$ cat src/rtl/sbm_mult_scheduler.sv
// Round-robin scheduler that time-shares one digit-serial multiplier core
// between NREQ requesters, with a watchdog that aborts a core that never finishes.
module sbm_mult_scheduler #(
  parameter int unsigned SIZEA   = 32,
  parameter int unsigned SIZEB   = 32,
  parameter int unsigned NREQ    = 4,
  parameter int unsigned IDW     = 2,
  parameter int unsigned TIMEOUT = 1023,
  parameter int unsigned CNTW    = 10
) (
  input  logic                    clk,
  input  logic                    rst,
  input  logic [NREQ-1:0]         req_valid,
  input  logic [NREQ*SIZEA-1:0]   req_a,
  input  logic [NREQ*SIZEB-1:0]   req_b,
  output logic [NREQ-1:0]         req_ready,
  output logic                    rsp_valid,
  output logic [IDW-1:0]          rsp_id,
  output logic [SIZEA+SIZEB-1:0]  rsp_c,
  output logic                    rsp_err,
  input  logic                    rsp_ready,
  output logic                    mul_start,
  output logic [SIZEA-1:0]        mul_a,
  output logic [SIZEB-1:0]        mul_b,
  output logic                    mul_clr,
  input  logic                    mul_done,
  input  logic [SIZEA+SIZEB-1:0]  mul_c,
  output logic                    busy,
  output logic                    err_sticky
);

  typedef enum logic [1:0] {S_IDLE, S_WAIT, S_RESP, S_CLEAR} state_e;

  state_e                   state_q;
  logic [IDW-1:0]           ptr_q;
  logic [CNTW-1:0]          wd_q;
  logic                     rsp_valid_q;
  logic [IDW-1:0]           rsp_id_q;
  logic [SIZEA+SIZEB-1:0]   rsp_c_q;
  logic                     rsp_err_q;
  logic                     mul_start_q;
  logic [SIZEA-1:0]         mul_a_q;
  logic [SIZEB-1:0]         mul_b_q;
  logic                     mul_clr_q;
  logic                     err_sticky_q;

  logic                     win_vld_d;
  logic [IDW-1:0]           win_d;
  logic [IDW-1:0]           ptr_d;
  logic [SIZEA-1:0]         op_a_d;
  logic [SIZEB-1:0]         op_b_d;
  logic                     timeout_d;

  // Search from ptr upward with wrap; the first valid requester wins.
  always_comb begin
    int unsigned idx;
    logic [IDW-1:0] cand;
    win_vld_d = 1'b0;
    win_d     = '0;
    idx       = 0;
    cand      = '0;
    for (int unsigned i = 0; i < NREQ; i++) begin
      idx = 32'(ptr_q) + i;
      if (idx >= NREQ) idx = idx - NREQ;
      cand = IDW'(idx);
      if (!win_vld_d && req_valid[cand]) begin
        win_vld_d = 1'b1;
        win_d     = cand;
      end
    end
  end

  always_comb begin
    ptr_d  = (32'(win_d) == NREQ - 1) ? '0 : win_d + IDW'(1);
    op_a_d = req_a[32'(win_d)*SIZEA +: SIZEA];
    op_b_d = req_b[32'(win_d)*SIZEB +: SIZEB];
  end

  // Gated by rst so the grant also reads 0 while reset is held.
  always_comb begin
    req_ready = '0;
    if (rst && (state_q == S_IDLE) && win_vld_d) req_ready[win_d] = 1'b1;
  end

  assign timeout_d = (wd_q == CNTW'(TIMEOUT));

  always_ff @(posedge clk or negedge rst) begin
    if (!rst) begin
      state_q      <= S_IDLE;
      ptr_q        <= '0;
      wd_q         <= '0;
      rsp_valid_q  <= 1'b0;
      rsp_id_q     <= '0;
      rsp_c_q      <= '0;
      rsp_err_q    <= 1'b0;
      mul_start_q  <= 1'b0;
      mul_a_q      <= '0;
      mul_b_q      <= '0;
      mul_clr_q    <= 1'b0;
      err_sticky_q <= 1'b0;
    end else begin
      mul_clr_q <= 1'b0;
      case (state_q)
        S_IDLE: begin
          if (win_vld_d) begin
            mul_a_q     <= op_a_d;
            mul_b_q     <= op_b_d;
            rsp_id_q    <= win_d;
            ptr_q       <= ptr_d;
            mul_start_q <= 1'b1;
            wd_q        <= '0;
            state_q     <= S_WAIT;
          end
        end
        S_WAIT: begin
          // A done arriving on the timeout cycle still counts as success.
          if (mul_done) begin
            rsp_c_q     <= mul_c;
            rsp_err_q   <= 1'b0;
            mul_start_q <= 1'b0;
            rsp_valid_q <= 1'b1;
            state_q     <= S_RESP;
          end else if (timeout_d) begin
            rsp_c_q      <= '0;
            rsp_err_q    <= 1'b1;
            err_sticky_q <= 1'b1;
            mul_start_q  <= 1'b0;
            rsp_valid_q  <= 1'b1;
            state_q      <= S_RESP;
          end else begin
            wd_q <= wd_q + CNTW'(1);
          end
        end
        S_RESP: begin
          if (rsp_ready) begin
            rsp_valid_q <= 1'b0;
            mul_clr_q   <= 1'b1;
            state_q     <= S_CLEAR;
          end
        end
        S_CLEAR: begin
          wd_q    <= '0;
          state_q <= S_IDLE;
        end
        default: state_q <= S_IDLE;
      endcase
    end
  end

  assign rsp_valid  = rsp_valid_q;
  assign rsp_id     = rsp_id_q;
  assign rsp_c      = rsp_c_q;
  assign rsp_err    = rsp_err_q;
  assign mul_start  = mul_start_q;
  assign mul_a      = mul_a_q;
  assign mul_b      = mul_b_q;
  assign mul_clr    = mul_clr_q;
  assign busy       = (state_q != S_IDLE);
  assign err_sticky = err_sticky_q;

endmodule

$ cat config.mk
export PLATFORM = sky130hd
export DESIGN_NAME = sbm_mult_scheduler
export DESIGN_NICKNAME = d
export VERILOG_FILES = /design/src/rtl/sbm_mult_scheduler.sv
export SDC_FILE = /design/constraint.sdc
export NUM_CORES = 1
export LEC_CHECK = 0
export CORE_AREA = 4 4 180 182
export CTS_CLUSTER_SIZE = 16
export DETAILED_ROUTE_END_ITERATION = 7
export DIE_AREA = 0 0 184 186
export GPL_TIMING_DRIVEN = 1
export PLACE_DENSITY = 0.71
export SETUP_SLACK_MARGIN = 0.02
export SLEW_MARGIN = 20
export SYNTH_ARGS = -nofsm -noshare
export SYNTH_HDL_FRONTEND = slang
export SYNTH_SLANG_ARGS = --single-unit
$ cat constraint.sdc
create_clock -name clk -period 3 [get_ports clk]
set_input_delay 0.9 -clock clk [delete_from_list [all_inputs] [get_ports clk]]
set_output_delay 0.9 -clock clk [all_outputs]
set_load 0.05 [all_outputs]
* Word-level counts from Yosys, hierarchy flattened
Cells that the tools add are included.
** Storage, ports and cells
- Flip-flop bits (word level) :: 149
** Cells by class
- Add/subtract/negate cells :: 9
- $lt $le $gt $ge :: 10
- Eq/ne operators :: 10
- Shift-type cells :: 2
- Multiplexer cells :: 46
- Bitwise operators :: 1
- Reductions and logical operators :: 22
** Operators with widths (number)
- $shiftx A128 B8 Y32 :: 2
- $mux W64 :: 2
- $mux W10 :: 3
- $pmux W10 S3 :: 1
- $mux W2 :: 13
- $mux W1 :: 18
- $lt A2 B3 Y1 const B :: 5
- $reduce_and A3 Y1 :: 4
- $add A10 B1 Y10 const B :: 1
- $eq A10 B10 Y1 const B :: 1
- $ge A3 B3 Y1 const B :: 3
- $bmux W1 S2 :: 4
- $ne A2 B2 Y1 const B :: 4
- $pmux W2 S4 :: 1
- $reduce_bool A2 Y1 :: 4
- $sub A2 B1 Y2 const B :: 4
- $add A2 B2 Y3 const B :: 2
- $eq A2 B2 Y1 const B :: 3
- $logic_and A1 B1 Y1 :: 6
- $mux W4 :: 1
- $pmux W1 S2 :: 2
- $reduce_and A2 Y1 :: 2
- $reduce_and A4 Y1 :: 1
- $add A2 B1 Y3 const B :: 1
- other kinds (10) :: 12

* Longest topological paths before layout
Gate-level depths: netlist of run 1.
- Depth after elaboration :: 19
- Mapped depth :: 8
- Gate-level depth less buffers :: 7

* Least setup slack after synthesis of run 1
No wires, ideal clock.
- Kind :: input port to output port
- Start :: in req_valid[2]
- End :: out req_ready[0]
- Arrival :: 2861 ps
- Required time :: 2100 ps
- Slack :: -761 ps
- Cell stages on the path :: 6
- Buffers on the path :: 2
- Path through :: nor2b_1 a211o_1 and2_1 buf_2 buf_2 nor3_1
** Between the ends
- Longest elaborated chain between the ends :: 17
** RTL lines
- start: declaration :: line 13 : input logic [NREQ-1:0] req_valid,
- $bmux W1 S2 :: line 66 : if (!win_vld_d && req_valid[cand]) begin
- $mux W1 (not written as such) :: line 66
- $mux W1 :: line 66
- $logic_not A1 Y1 :: line 66
- $logic_and A1 B1 Y1 :: line 66
- $mux W1 :: line 66
- $logic_not A1 Y1 :: line 66
- $logic_and A1 B1 Y1 :: line 66
- $mux W1 :: line 66
- $logic_not A1 Y1 :: line 66
- $logic_and A1 B1 Y1 :: line 66
- $mux W2 :: line 66
- $lt A2 B3 Y1 (not written as such) or $ge A2 B1 Y1 (tied branches) :: line 82 : if (rst && (state_q == S_IDLE) && win_vld_d) req_ready[win_d] = 1'b1;
- $logic_and A1 B1 Y1 (not written as such) :: line 82
- $mux W1 (not written as such) :: line 82
- $demux W1 S2 :: line 82
- $mux W4 * :: line 82
- end: declaration :: line 16 : output logic [NREQ-1:0] req_ready,
Mark *: on every way between the ends. The rest lies on a longest branch, timed or not. The select of a mux whose other input is x is not followed.

* Final worst setup path of run 1
- Start :: in req_valid[2]
- End :: out req_ready[3]
The elaborated chain is that of the path after synthesis.

==> impl_metrics.toml, run 1 <==
[power]
total_power_mw = 14.68
ir_drop_mv = 0.4379
sequentialPowerShare_pct = 23.5
switchingPower_mw = 7.168
combPwrFrac_pct = 61.5
p_int_mw = 7.514
leakagePower_nw = 6.093
sw_frac_of_total_pct = 48.82
power_density_nw_per_um2 = 1040
pwr-share-clk_pct = 15.0

[outcome]
violations = "setup timing"
status = "complete, but fails checks"

[cts]
clock-sinks = 149
cts_made_buffers = 17
worstSkewPairLatency_ns = 0.42
clkTransAtPathRegs_ns = 0.08
clock_path_buffers = 2
postCtsHoldBufs = 0
cts_tree = "done"
cts_max_level = 4
cts-root-buf = "clkbuf_16"

[route]
drc = 0
routedWlPerCell_um = 20.49
drtIter0Drc = 282
routed_wl_um = 34360
dr.pass1.iters = 4
postRouteAntennaNets = 0
vias = 8184
viasPerCell = 4.880

[place]
dp_slack_ns = -0.5328
dp_cells = 1638
io_buffers = 467
place.gp.congestion = 0.8564
dp_hpwl_um = 25930

[timing]
fin_setup_tns_ns = -0.2432
worst_pin_slew_ns = 0.8879
fin_hold_ws_ns = 0.2978
rsz0062_at_grt = "true"
max_freq_ghz = 0.3242
timing.final.crit_share_pct = 102.8
setup_viol = 4
post-route-min-period_ns = 3.084
max_slew_margin_pct = 40.81
timing.final.ws_setup_ns = -0.08434
finalHoldViolCount = 0
skew_ns = 0.02077
maxSlewViolCount = 0

[logic_synthesis]
synth_fa_ha_area_share_pct = 1.259
muxShareOfSynthArea_pct = 8.339
synth_most_common_cell = "dfrtp_1"
synth_area_um2 = 7953
synth_edf_count = 0
synth_simple_gate_area_share_pct = 12.78
synth-seq-area-share_pct = 46.88
synth-compound-area-share_pct = 26.10
synth_nets = 1127
synthCells = 791
ys_async_sr_fraction_pct = 100.0
yosys_most_used_dff = "dfrtp_1"
synth_seq_cells = 149
synth_common_cells = "dfrtp_1 (149), nand2_1 (84), and3_1 (70), o211ai_1 (67), a22o_1 (65)"
synth_top_family_by_area = "compound AO/OA/AOI/OAI gates"
synth_area_per_cell_um2 = 10.05
synthTopCellsByArea = "dfrtp_1 (47%), mux2i_1 (8.1%), a22o_1 (7.2%), o211ai_1 (6.3%), a21boi_0 (6.0%)"
ys_types = 42
synth_top_area_share_pct = 46.88
yosysTopAreaCell = "dfrtp_1"
synth_xor_xnor_area_share_pct = 0.2203
yosysWarnings = 0

[finish]
layout.nets = 1600
multiInputGateArea_um2 = 4013
seq_area_um2 = 3729
drive_above_1_share_pct = 9.710
final_cells = 1677
syn_to_final_growth_pct = 77.52
fillers = 2904

[floorplanning]
start_util_pct = 26.00
num_io_pins = 468
dieArea_um2 = 34220
core_area_um2 = 30590
dieHeight_um = 186
rows = 64
die_w_um = 184

[global_routing]
grt_pass1_vias = 8433
grt_pass1_wl_um = 50320
track_usage_pct = 19.00
antenna_found_initial = 6
grt_max_degree = 123
gr-total-overflow = 0

[worst_setup_path]
r2r-start = "wd_q[1]$_DFFE_PN0P_"
critPathLaunchType = "input pin"
crit_slowest_cell = "nor3_4"
end_kind = "output port"
crit_required_ns = 2.10
crit_top_cell = "buf_6"
r2r_end = "state_q[1]$_DFFE_PN0P_"
crit_arrival_ns = 2.18
critPathKind = "in -> out"
path_cells = "buf_6 -> nor2b_4 -> o21ba_4 -> nor3_4 -> buf_6 -> ha_4 -> and3_4 -> buf_12"
critPathMaxFanout = 3
r2r_cells = 6
cpPeakStageDelay_ns = 0.26
r2r_slack_ns = 0.58

[job]
maxCapViolations = 0

[worst_hold_path]
hold_class = "in -> async"
==> registers in the layout, indices dropped and copies added, names as in the netlist <==
signal	flops
err_sticky	1
mul_a	32
mul_b	32
mul_clr	1
mul_start	1
ptr_q	2
rsp_c	64
rsp_err	1
rsp_id	2
rsp_valid	1
state_q	2
wd_q	10
==> power by group through the flow <==
stage	clock network [mW]	logic, mW	registers, mW
6_report	2.21	9.03	3.44
5_1_grt	2.35	9.55	3.55
4_1_cts	2.28	9.14	3.45
3_5_place_dp	0	9.03	3.47
3_3_place_gp	0	8.93	3.43
2_1_floorplan	0	2.64	6.31
==> cell families after synthesis <==
family,after synthesis
flops,149
compound gates,289
xor+xnor,2
simple gates,199
buf+inv,78
mux,66
fa+ha+maj,8
==> cell type report <==
| type | count | share of cell area, % |
|---|---|---|
| repair buffers | 526 | 37.26 |
| multi-input cells | 564 | 28.42 |
| flip-flops and latches | 149 | 26.41 |
| well taps | 396 | 3.510 |
| clock buffers | 18 | 3.040 |
| clock inverters | 14 | 1.126 |
| inverters | 6 | 0.1595 |
| diodes | 4 | 0.07090 |
==> through the flow <==
stage	area (µm²)	util [%]
6_report	14120	46.15
5_1_grt	14120	46.15
4_1_cts	14100	46.11
3_5_place_dp	13430	43.90
3_3_place_gp	13430	43.90
2_1_floorplan	8009	-
==> how the worst max path moves through the flow <==
stage | endpoint | cells after the start | from | slack, ns
floorplan | req_ready[1] | 6 | req_valid[2] | -0.08
global placement | req_ready[3] | 8 | req_valid[0] | -0.49
detailed placement | req_ready[1] | 8 | req_valid[0] | -0.53
CTS | req_ready[3] | 8 | req_valid[2] | -0.05
global route | req_ready[3] | 8 | req_valid[2] | -0.12
finish | req_ready[3] | 8 | req_valid[2] | -0.08
==> placed cells by master (no fill, tap or decap), drive strengths merged, types with 7 or more instances in the layout <==
master	instances
ha	8
inv	14
and3	70
buf	68
a21boi	64
clkdlybuf4s50	457
o211ai	67
nand2	84
a22o	65
nor2b	7
a21oi	9
nor2	13
dfrtp	149
clkbuf	18
o21ai	69
mux2i	64
==> worst max-delay path: cells and delay by family <==
kind	cells	cell delay (ns)
AO/OA/AOI/OAI	1	0.23
adder cells (fa/ha/maj)	1	0.11
buffers and inverters	3	0.38
AND/OR/NAND/NOR	3	0.56
==> metal layers <==
layer	global-route usage, %	wire [µm]	part of all wire [%]
met1	21.90	12890	38
met5	0	13	0.038
met3	6.390	3151	9.2
met2	33.35	17670	51
met4	6.004	638	1.9
==> repair_timing <==
| item | in CTS | in global routing |
|---|---|---|
| setup buffers | 3 | 0 |
| pin swaps | 6 | 1 |
| endpoints found under the hold margin | 0 | 0 |
| gates resized for setup | 36 | 1 |
| setup endpoints to repair | 4 | 5 |
No activity file was read; power rests on OpenSTA's default activity.
==> run 2: changes to the inputs <==
--- a/config.mk
+++ b/config.mk
@@ -5,6 +5,7 @@
 export SDC_FILE = /design/constraint.sdc
 export NUM_CORES = 1
 export LEC_CHECK = 0
+export CAP_MARGIN = 20
 export CORE_AREA = 4 4 180 182
 export CTS_CLUSTER_SIZE = 16
 export DETAILED_ROUTE_END_ITERATION = 7
==> results of run 2 <==
Same layout as run 1: the final DEF is identical, and so are final timing and power.
